$ cat src/rtl/fifo_cdc_pkg.sv
// Gray-code helpers shared by the write-side and read-side CDC FIFO controllers.
// They work on a 32-bit word so that one package serves any pointer width up to 32 bits.
package fifo_cdc_pkg;

  localparam int unsigned PTR_MAX_W = 32;

  typedef logic [PTR_MAX_W-1:0] ptr_word_t;

  function automatic ptr_word_t bin2gray(input ptr_word_t bin);
    return bin ^ (bin >> 1);
  endfunction

  // Zero-extended inputs decode correctly because the extra leading zeros add nothing to the XOR chain.
  function automatic ptr_word_t gray2bin(input ptr_word_t gray);
    ptr_word_t bin;
    bin = gray;
    for (int i = PTR_MAX_W - 2; i >= 0; i--) begin
      bin[i] = bin[i+1] ^ gray[i];
    end
    return bin;
  endfunction

endpackage

$ cat src/rtl/sync2.sv
// Two-flop synchronizer for a Gray-coded pointer crossing into the local clock domain.
// The read-side controller reuses this block.
module sync2 #(
  parameter int width_p = 1
) (
  input  logic               clk_i,
  input  logic               reset_i,
  input  logic [width_p-1:0] d_i,
  output logic [width_p-1:0] q_o
);

  logic [width_p-1:0] r_meta;
  logic [width_p-1:0] r_sync;

  // NOTE: non-blocking assignments let r_sync take the old r_meta, so the data passes through two real stages.
  always_ff @(posedge clk_i or posedge reset_i) begin
    if (reset_i) begin
      r_meta <= '0;
      r_sync <= '0;
    end else begin
      r_meta <= d_i;
      r_sync <= r_meta;
    end
  end

  assign q_o = r_sync;

endmodule

$ cat src/rtl/fifo_cdc_wr_ctrl.sv
// Write-domain controller of an async FIFO. It owns the write pointer, the registered full flag and the
// conservative occupancy count. Data goes straight through to an external async-read RAM.
module fifo_cdc_wr_ctrl
  import fifo_cdc_pkg::*;
#(
  parameter  int width_p = 8,
  parameter  int depth_p = 8,
  localparam int AW      = $clog2(depth_p)
) (
  input  logic               clk_i,
  input  logic               reset_i,
  input  logic               valid_i,
  input  logic [width_p-1:0] data_i,
  output logic               ready_o,
  output logic               wr_valid_o,
  output logic [AW-1:0]      wr_addr_o,
  output logic [width_p-1:0] wr_data_o,
  output logic [AW:0]        wptr_gray_o,
  input  logic [AW:0]        rptr_gray_i,
  output logic               full_o,
  output logic [AW:0]        wr_count_o
);

  localparam int PW = AW + 1;

  logic [PW-1:0] r_wbin;
  logic [PW-1:0] r_wptr_gray;
  logic          r_full;

  logic          w_push;
  logic [PW-1:0] w_wbin_next;
  logic [PW-1:0] w_wgray_next;
  logic [PW-1:0] w_rsync;
  logic [PW-1:0] w_rbin;
  logic [PW-1:0] w_full_match;
  ptr_word_t     w_wgray_word;
  ptr_word_t     w_rbin_word;
  logic          w_unused_hi;

  assign ready_o     = ~r_full & ~reset_i;
  assign w_push      = valid_i & ready_o;
  assign w_wbin_next = r_wbin + PW'(w_push);

  assign w_wgray_word = bin2gray(ptr_word_t'(w_wbin_next));
  assign w_wgray_next = w_wgray_word[PW-1:0];

  sync2 #(.width_p(PW)) u_rptr_sync (
    .clk_i   (clk_i),
    .reset_i (reset_i),
    .d_i     (rptr_gray_i),
    .q_o     (w_rsync)
  );

  assign w_rbin_word = gray2bin(ptr_word_t'(w_rsync));
  assign w_rbin      = w_rbin_word[PW-1:0];
  assign w_unused_hi = ^{w_wgray_word[PTR_MAX_W-1:PW], w_rbin_word[PTR_MAX_W-1:PW]};

  // Full means the write pointer is exactly one lap ahead: in Gray code the top two bits differ, the rest match.
  generate
    if (AW == 1) begin : g_full_aw1
      assign w_full_match = ~w_rsync;
    end else begin : g_full_awn
      assign w_full_match = {~w_rsync[AW:AW-1], w_rsync[AW-2:0]};
    end
  endgenerate

  // NOTE: the Gray pointer is registered from the next binary value so it changes at most one bit per edge.
  always_ff @(posedge clk_i or posedge reset_i) begin
    if (reset_i) begin
      r_wbin      <= '0;
      r_wptr_gray <= '0;
      r_full      <= 1'b0;
    end else begin
      r_wbin      <= w_wbin_next;
      r_wptr_gray <= w_wgray_next;
      r_full      <= (w_wgray_next == w_full_match);
    end
  end

  assign wr_valid_o  = w_push;
  assign wr_data_o   = data_i;
  assign wr_addr_o   = r_wbin[AW-1:0];
  assign wptr_gray_o = r_wptr_gray;
  assign full_o      = r_full;
  assign wr_count_o  = r_wbin - w_rbin;

endmodule

$ cat config.mk
export PLATFORM = sky130hd
export DESIGN_NAME = fifo_cdc_wr_ctrl
export DESIGN_NICKNAME = d
export VERILOG_FILES = /design/src/rtl/fifo_cdc_pkg.sv /design/src/rtl/sync2.sv /design/src/rtl/fifo_cdc_wr_ctrl.sv
export SDC_FILE = /design/constraint.sdc
export NUM_CORES = 1
export LEC_CHECK = 0
export CORE_UTILIZATION = 45
export CTS_BUF_LIST = sky130_fd_sc_hd__clkbuf_4 sky130_fd_sc_hd__clkbuf_8
export CTS_CLUSTER_SIZE = 30
export DETAILED_ROUTE_END_ITERATION = 16
export GPL_TIMING_DRIVEN = 0
export PLACE_DENSITY_LB_ADDON = 0.25
export SLEW_MARGIN = 5
export SYNTH_ARGS = -nofsm -noshare
export SYNTH_HDL_FRONTEND = slang
export SYNTH_SLANG_ARGS = --single-unit
$ cat constraint.sdc
create_clock -name clk_i -period 6.3 [get_ports clk_i]
set_input_delay 1.26 -clock clk_i [delete_from_list [all_inputs] [get_ports clk_i]]
set_output_delay 1.26 -clock clk_i [all_outputs]
set_load 0.02 [all_outputs]
==> run_summary.xml <==
<?xml version="1.0" encoding="UTF-8"?>
<metrics>
  <group name="layout">
    <metric name="areaGrowthSynthToFinish" unit="%">39.8</metric>
    <metric name="final_nets" unit="">124</metric>
    <metric name="final_layout_size_suffix_gt1_frac" unit="">0.139</metric>
    <metric name="number_of_antenna_cells_inserted" unit="">0</metric>
    <metric name="post_layout_nonfiller_instances" unit="">126</metric>
  </group>
  <group name="synth">
    <metric name="synth.ff_latch_count" unit="">16</metric>
    <metric name="synth_top_cells_by_count" unit="">16 x dfrtp_1, 10 x xnor2_1, 8 x buf_4, 7 x inv_1, 5 x ha_1</metric>
    <metric name="asyncSetResetFlopFracSynth" unit="">1.00</metric>
    <metric name="cell_types_occupying_the_most_area_after_synthesis" unit="">dfrtp_1 48%, xnor2_1 10%, ha_1 7.5%</metric>
    <metric name="synth_cell_types" unit="">22</metric>
    <metric name="synth_top_area_cell" unit="">dfrtp_1</metric>
    <metric name="synth_warnings" unit="">0</metric>
    <metric name="synth_enable_flop_cells" unit="">0</metric>
    <metric name="synth.area.mux_share" unit="">0</metric>
    <metric name="synth-seq-area-share" unit="">0.477</metric>
    <metric name="main_combinational_cell_family_by_area_after_synthesis" unit="">XOR/XNOR gates</metric>
    <metric name="syn-instance-count" unit="">70</metric>
    <metric name="post_synth_instance_area" unit="um^2">840</metric>
    <metric name="syn-mean-instance-area" unit="um^2">12.0</metric>
    <metric name="post_synth_and_or_nand_nor_area_fraction" unit="">0.0492</metric>
    <metric name="synth_top_flop_cell" unit="">dfrtp_1</metric>
    <metric name="yosys.area_share.adder" unit="">0.110</metric>
    <metric name="synth_area_in_compound_gates" unit="">0.0730</metric>
    <metric name="yosys.area.top_type_share" unit="">0.477</metric>
    <metric name="yosysMostFrequentCell" unit="">dfrtp_1</metric>
    <metric name="yosys.area_share.xor_xnor" unit="">0.182</metric>
    <metric name="mapped_nets" unit="">91</metric>
  </group>
  <group name="job">
    <metric name="max_cap_viol_count" unit="">0</metric>
  </group>
  <group name="sta">
    <metric name="timing.clock.skew" unit="ns">0.00392</metric>
    <metric name="post-route-min-period" unit="ns">4.08</metric>
    <metric name="slew_violations" unit="">0</metric>
    <metric name="worst_slew_margin_rel" unit="">0.620</metric>
    <metric name="setup_violating_endpoint_count_in_the_final_report" unit="">0</metric>
    <metric name="grt_setup_unrepaired" unit="">no</metric>
    <metric name="timing_hold_violations_final" unit="">0</metric>
    <metric name="maximum_achievable_frequency" unit="MHz">245</metric>
    <metric name="worst_slew_pin_slew" unit="ns">0.570</metric>
    <metric name="fin_setup_tns" unit="ns">0</metric>
    <metric name="period_share" unit="">0.647</metric>
  </group>
  <group name="clocking">
    <metric name="path_clk_slew" unit="ns">0.08</metric>
    <metric name="postCtsHoldBufs" unit="">0</metric>
    <metric name="cts-root-to-sink-buffers" unit="">2</metric>
    <metric name="cts.repair.resized" unit="">0</metric>
    <metric name="cts_tree" unit="">done</metric>
    <metric name="h-tree-depth" unit="">1</metric>
    <metric name="cts.sinks" unit="">16</metric>
    <metric name="worst_skew_pair.late_latency" unit="ns">0.27</metric>
    <metric name="postCtsSetupRepairBufs" unit="">0</metric>
    <metric name="cts_root_buf" unit="">clkbuf_4</metric>
    <metric name="cts_buffers" unit="">3</metric>
  </group>
  <group name="place">
    <metric name="post-place-cells" unit="">123</metric>
    <metric name="hpwl" unit="um">1070</metric>
    <metric name="gp_routability_congestion" unit="">0.717</metric>
    <metric name="number_of_buffers_added_on_ports" unit="">28</metric>
  </group>
  <group name="pwr">
    <metric name="max-vdd-ir-drop" unit="mV">0.262</metric>
    <metric name="p_leak" unit="nW">0.526</metric>
    <metric name="cell_area_power_density" unit="nW/um^2">500</metric>
  </group>
  <group name="setup_path">
    <metric name="cpMaxStageDelayCell" unit="">clkdlybuf4s50_1</metric>
    <metric name="worst_path_dominant_cell_family" unit="">XOR/XNOR gates</metric>
    <metric name="worst_r2r_path_cells" unit="">6</metric>
    <metric name="critical_path_data_required_time" unit="ns">5.04</metric>
    <metric name="timing.critical_path.fanout_max" unit="">5</metric>
    <metric name="crit_path_cell_trace" unit="">xnor2_1 &gt; xor2_1 &gt; xnor2_1 &gt; ha_1 &gt; inv_1 &gt; fa_1 &gt; xor2_1 &gt; clkdlybuf4s50_1</metric>
    <metric name="timing.critical_path.slowest_cell_delay" unit="ns">0.61</metric>
    <metric name="worstSetupEndpointType" unit="">primary output</metric>
    <metric name="critPathLaunchType" unit="">flop</metric>
    <metric name="worst_ep_arrival" unit="ns">2.82</metric>
    <metric name="crit_buf_inv" unit="">2</metric>
    <metric name="worstSetupPathDepth" unit="">8</metric>
    <metric name="setup.worst_path.class" unit="">flop to primary output</metric>
  </group>
  <group name="floorplanning">
    <metric name="boundaryPins" unit="">37</metric>
    <metric name="placement_rows" unit="">15</metric>
    <metric name="fp.dieW" unit="um">45.2</metric>
    <metric name="dieArea" unit="um^2">2040</metric>
    <metric name="initial_core_util" unit="">0.481</metric>
    <metric name="core_region_area" unit="um^2">1750</metric>
    <metric name="die_height" unit="um">45.2</metric>
  </group>
  <group name="worst_hold_path">
    <metric name="worst_hold_path.num_cells" unit="">0</metric>
    <metric name="hold_path_class" unit="">flop to flop</metric>
  </group>
  <group name="global_routing">
    <metric name="grt_pass1_vias" unit="">483</metric>
    <metric name="grt_util_all_layers" unit="">0.146</metric>
    <metric name="grt_antenna_before_repair" unit="">0</metric>
    <metric name="grt_start_max_net_pins" unit="">17</metric>
    <metric name="grt_pass1_wl" unit="um">2010</metric>
    <metric name="overflow" unit="">0</metric>
  </group>
  <group name="detailed_routing">
    <metric name="drt_pass1_iterations" unit="">2</metric>
    <metric name="wirelength" unit="um">1290</metric>
    <metric name="drt_drc_violations_left" unit="">0</metric>
    <metric name="via_count" unit="">575</metric>
    <metric name="ant_nets" unit="">0</metric>
    <metric name="drt_iter0_markers" unit="">2</metric>
    <metric name="wl_per_cell" unit="um">10.2</metric>
    <metric name="avgViaCountPerCell" unit="">4.56</metric>
  </group>
  <group name="outcome">
    <metric name="result_of_the_run" unit="">finished clean</metric>
  </group>
</metrics>
-- per-layer routing --
metal | vias to the layer above | share of wire | track usage
met2 | 24 | 0.51 | 0.235
met4 | 0 | 0.022 | 0.133
met3 | 4 | 0.049 | 0.0120
li1 | 285 | - | -
met1 | 262 | 0.42 | 0.171
met5 | - | 0 | 0
-- cells in the final DEF (no fill, tap or decap), drive strengths merged --
master and n:
maj3 1, nor2 1, xnor3 1, a21oi 2, a21o 2, o22ai 1
o311ai 1, clkdlybuf4s50 28, and2 2, clkbuf 3, a211oi 1, ha 5
xor2 3, and2b 1, inv 7, nand2 2, dfrtp 16, xnor2 11
o2111ai 1, buf 9, fa 1, nand3 2
-- metrics by stage --
stage,power (W),util,hold slack [ns],cell area [um^2],setup slack [ns]
after detailed placement,0.000542,0.659,0.338,1150,2.41
after CTS,0.000596,0.672,0.357,1170,2.17
after global routing,0.000629,0.672,0.360,1170,2.03
after global placement,0.000533,0.659,0.333,1150,2.44
after floorplan,0.000401,-,0.331,840,2.99
final,0.000587,0.672,0.354,1170,2.22
-- registers in the layout, summed over array words and instances, names as in the netlist --
signal              count
full_o                  1
r_wbin                  4
u_rptr_sync.q_o         4
u_rptr_sync.r_meta      4
wptr_gray_o             3
-- worst paths after layout --
path	from	endpoint	slack, ns
setup / recovery	u_rptr_sync.q_o[3]	wr_count_o[2]	2.22
hold / removal	u_rptr_sync.r_meta[0]	u_rptr_sync.q_o[0]	0.35
setup reg to reg	full_o	full_o	4.52
hold reg to reg	u_rptr_sync.r_meta[0]	u_rptr_sync.q_o[0]	0.35
max in group asynchronous	reset_i	u_rptr_sync.q_o[1]	4.56
min in group asynchronous	reset_i	u_rptr_sync.r_meta[1]	1.36
-- final cells by class --
cell class | instances | area, um^2
Buffer | 9 | 65.1
Clock buffer | 3 | 22.5
Fill cell | 144 | 572
Inverter | 7 | 26.3
Multi-Input combinational cell | 38 | 348
Sequential cell | 16 | 400
Tap cell | 25 | 31.3
Timing Repair Buffer | 28 | 280
-- power breakdown --
group	internal, W	total [W]	switching (W)
Sequential	0.000133	0.000163	0.0000299
Combinational	0.000195	0.000375	0.000180
Clock	0.0000221	0.0000491	0.0000270
-- cell families (layout without fill, tap and decap cells) --
kind of cell / count (synthesis) / in the layout
buffers and inverters: 16 / 47
XOR/XNOR: 15 / 15
AND/OR/NAND/NOR: 8 / 8
flip-flops: 16 / 16
AO/OA/AOI/OAI: 8 / 8
adder cells (fa/ha/maj): 7 / 7
-- worst register-to-register path, cell delays in order, from the launching register on --
cell and delay [ns]:
dfrtp_1 0.39, nor2_1 0.11, and2_1 0.20, ha_1 0.29, xnor3_1 0.39, a21o_1 0.18
a211oi_2 0.15
No activity file was read; power rests on OpenSTA's default activity.
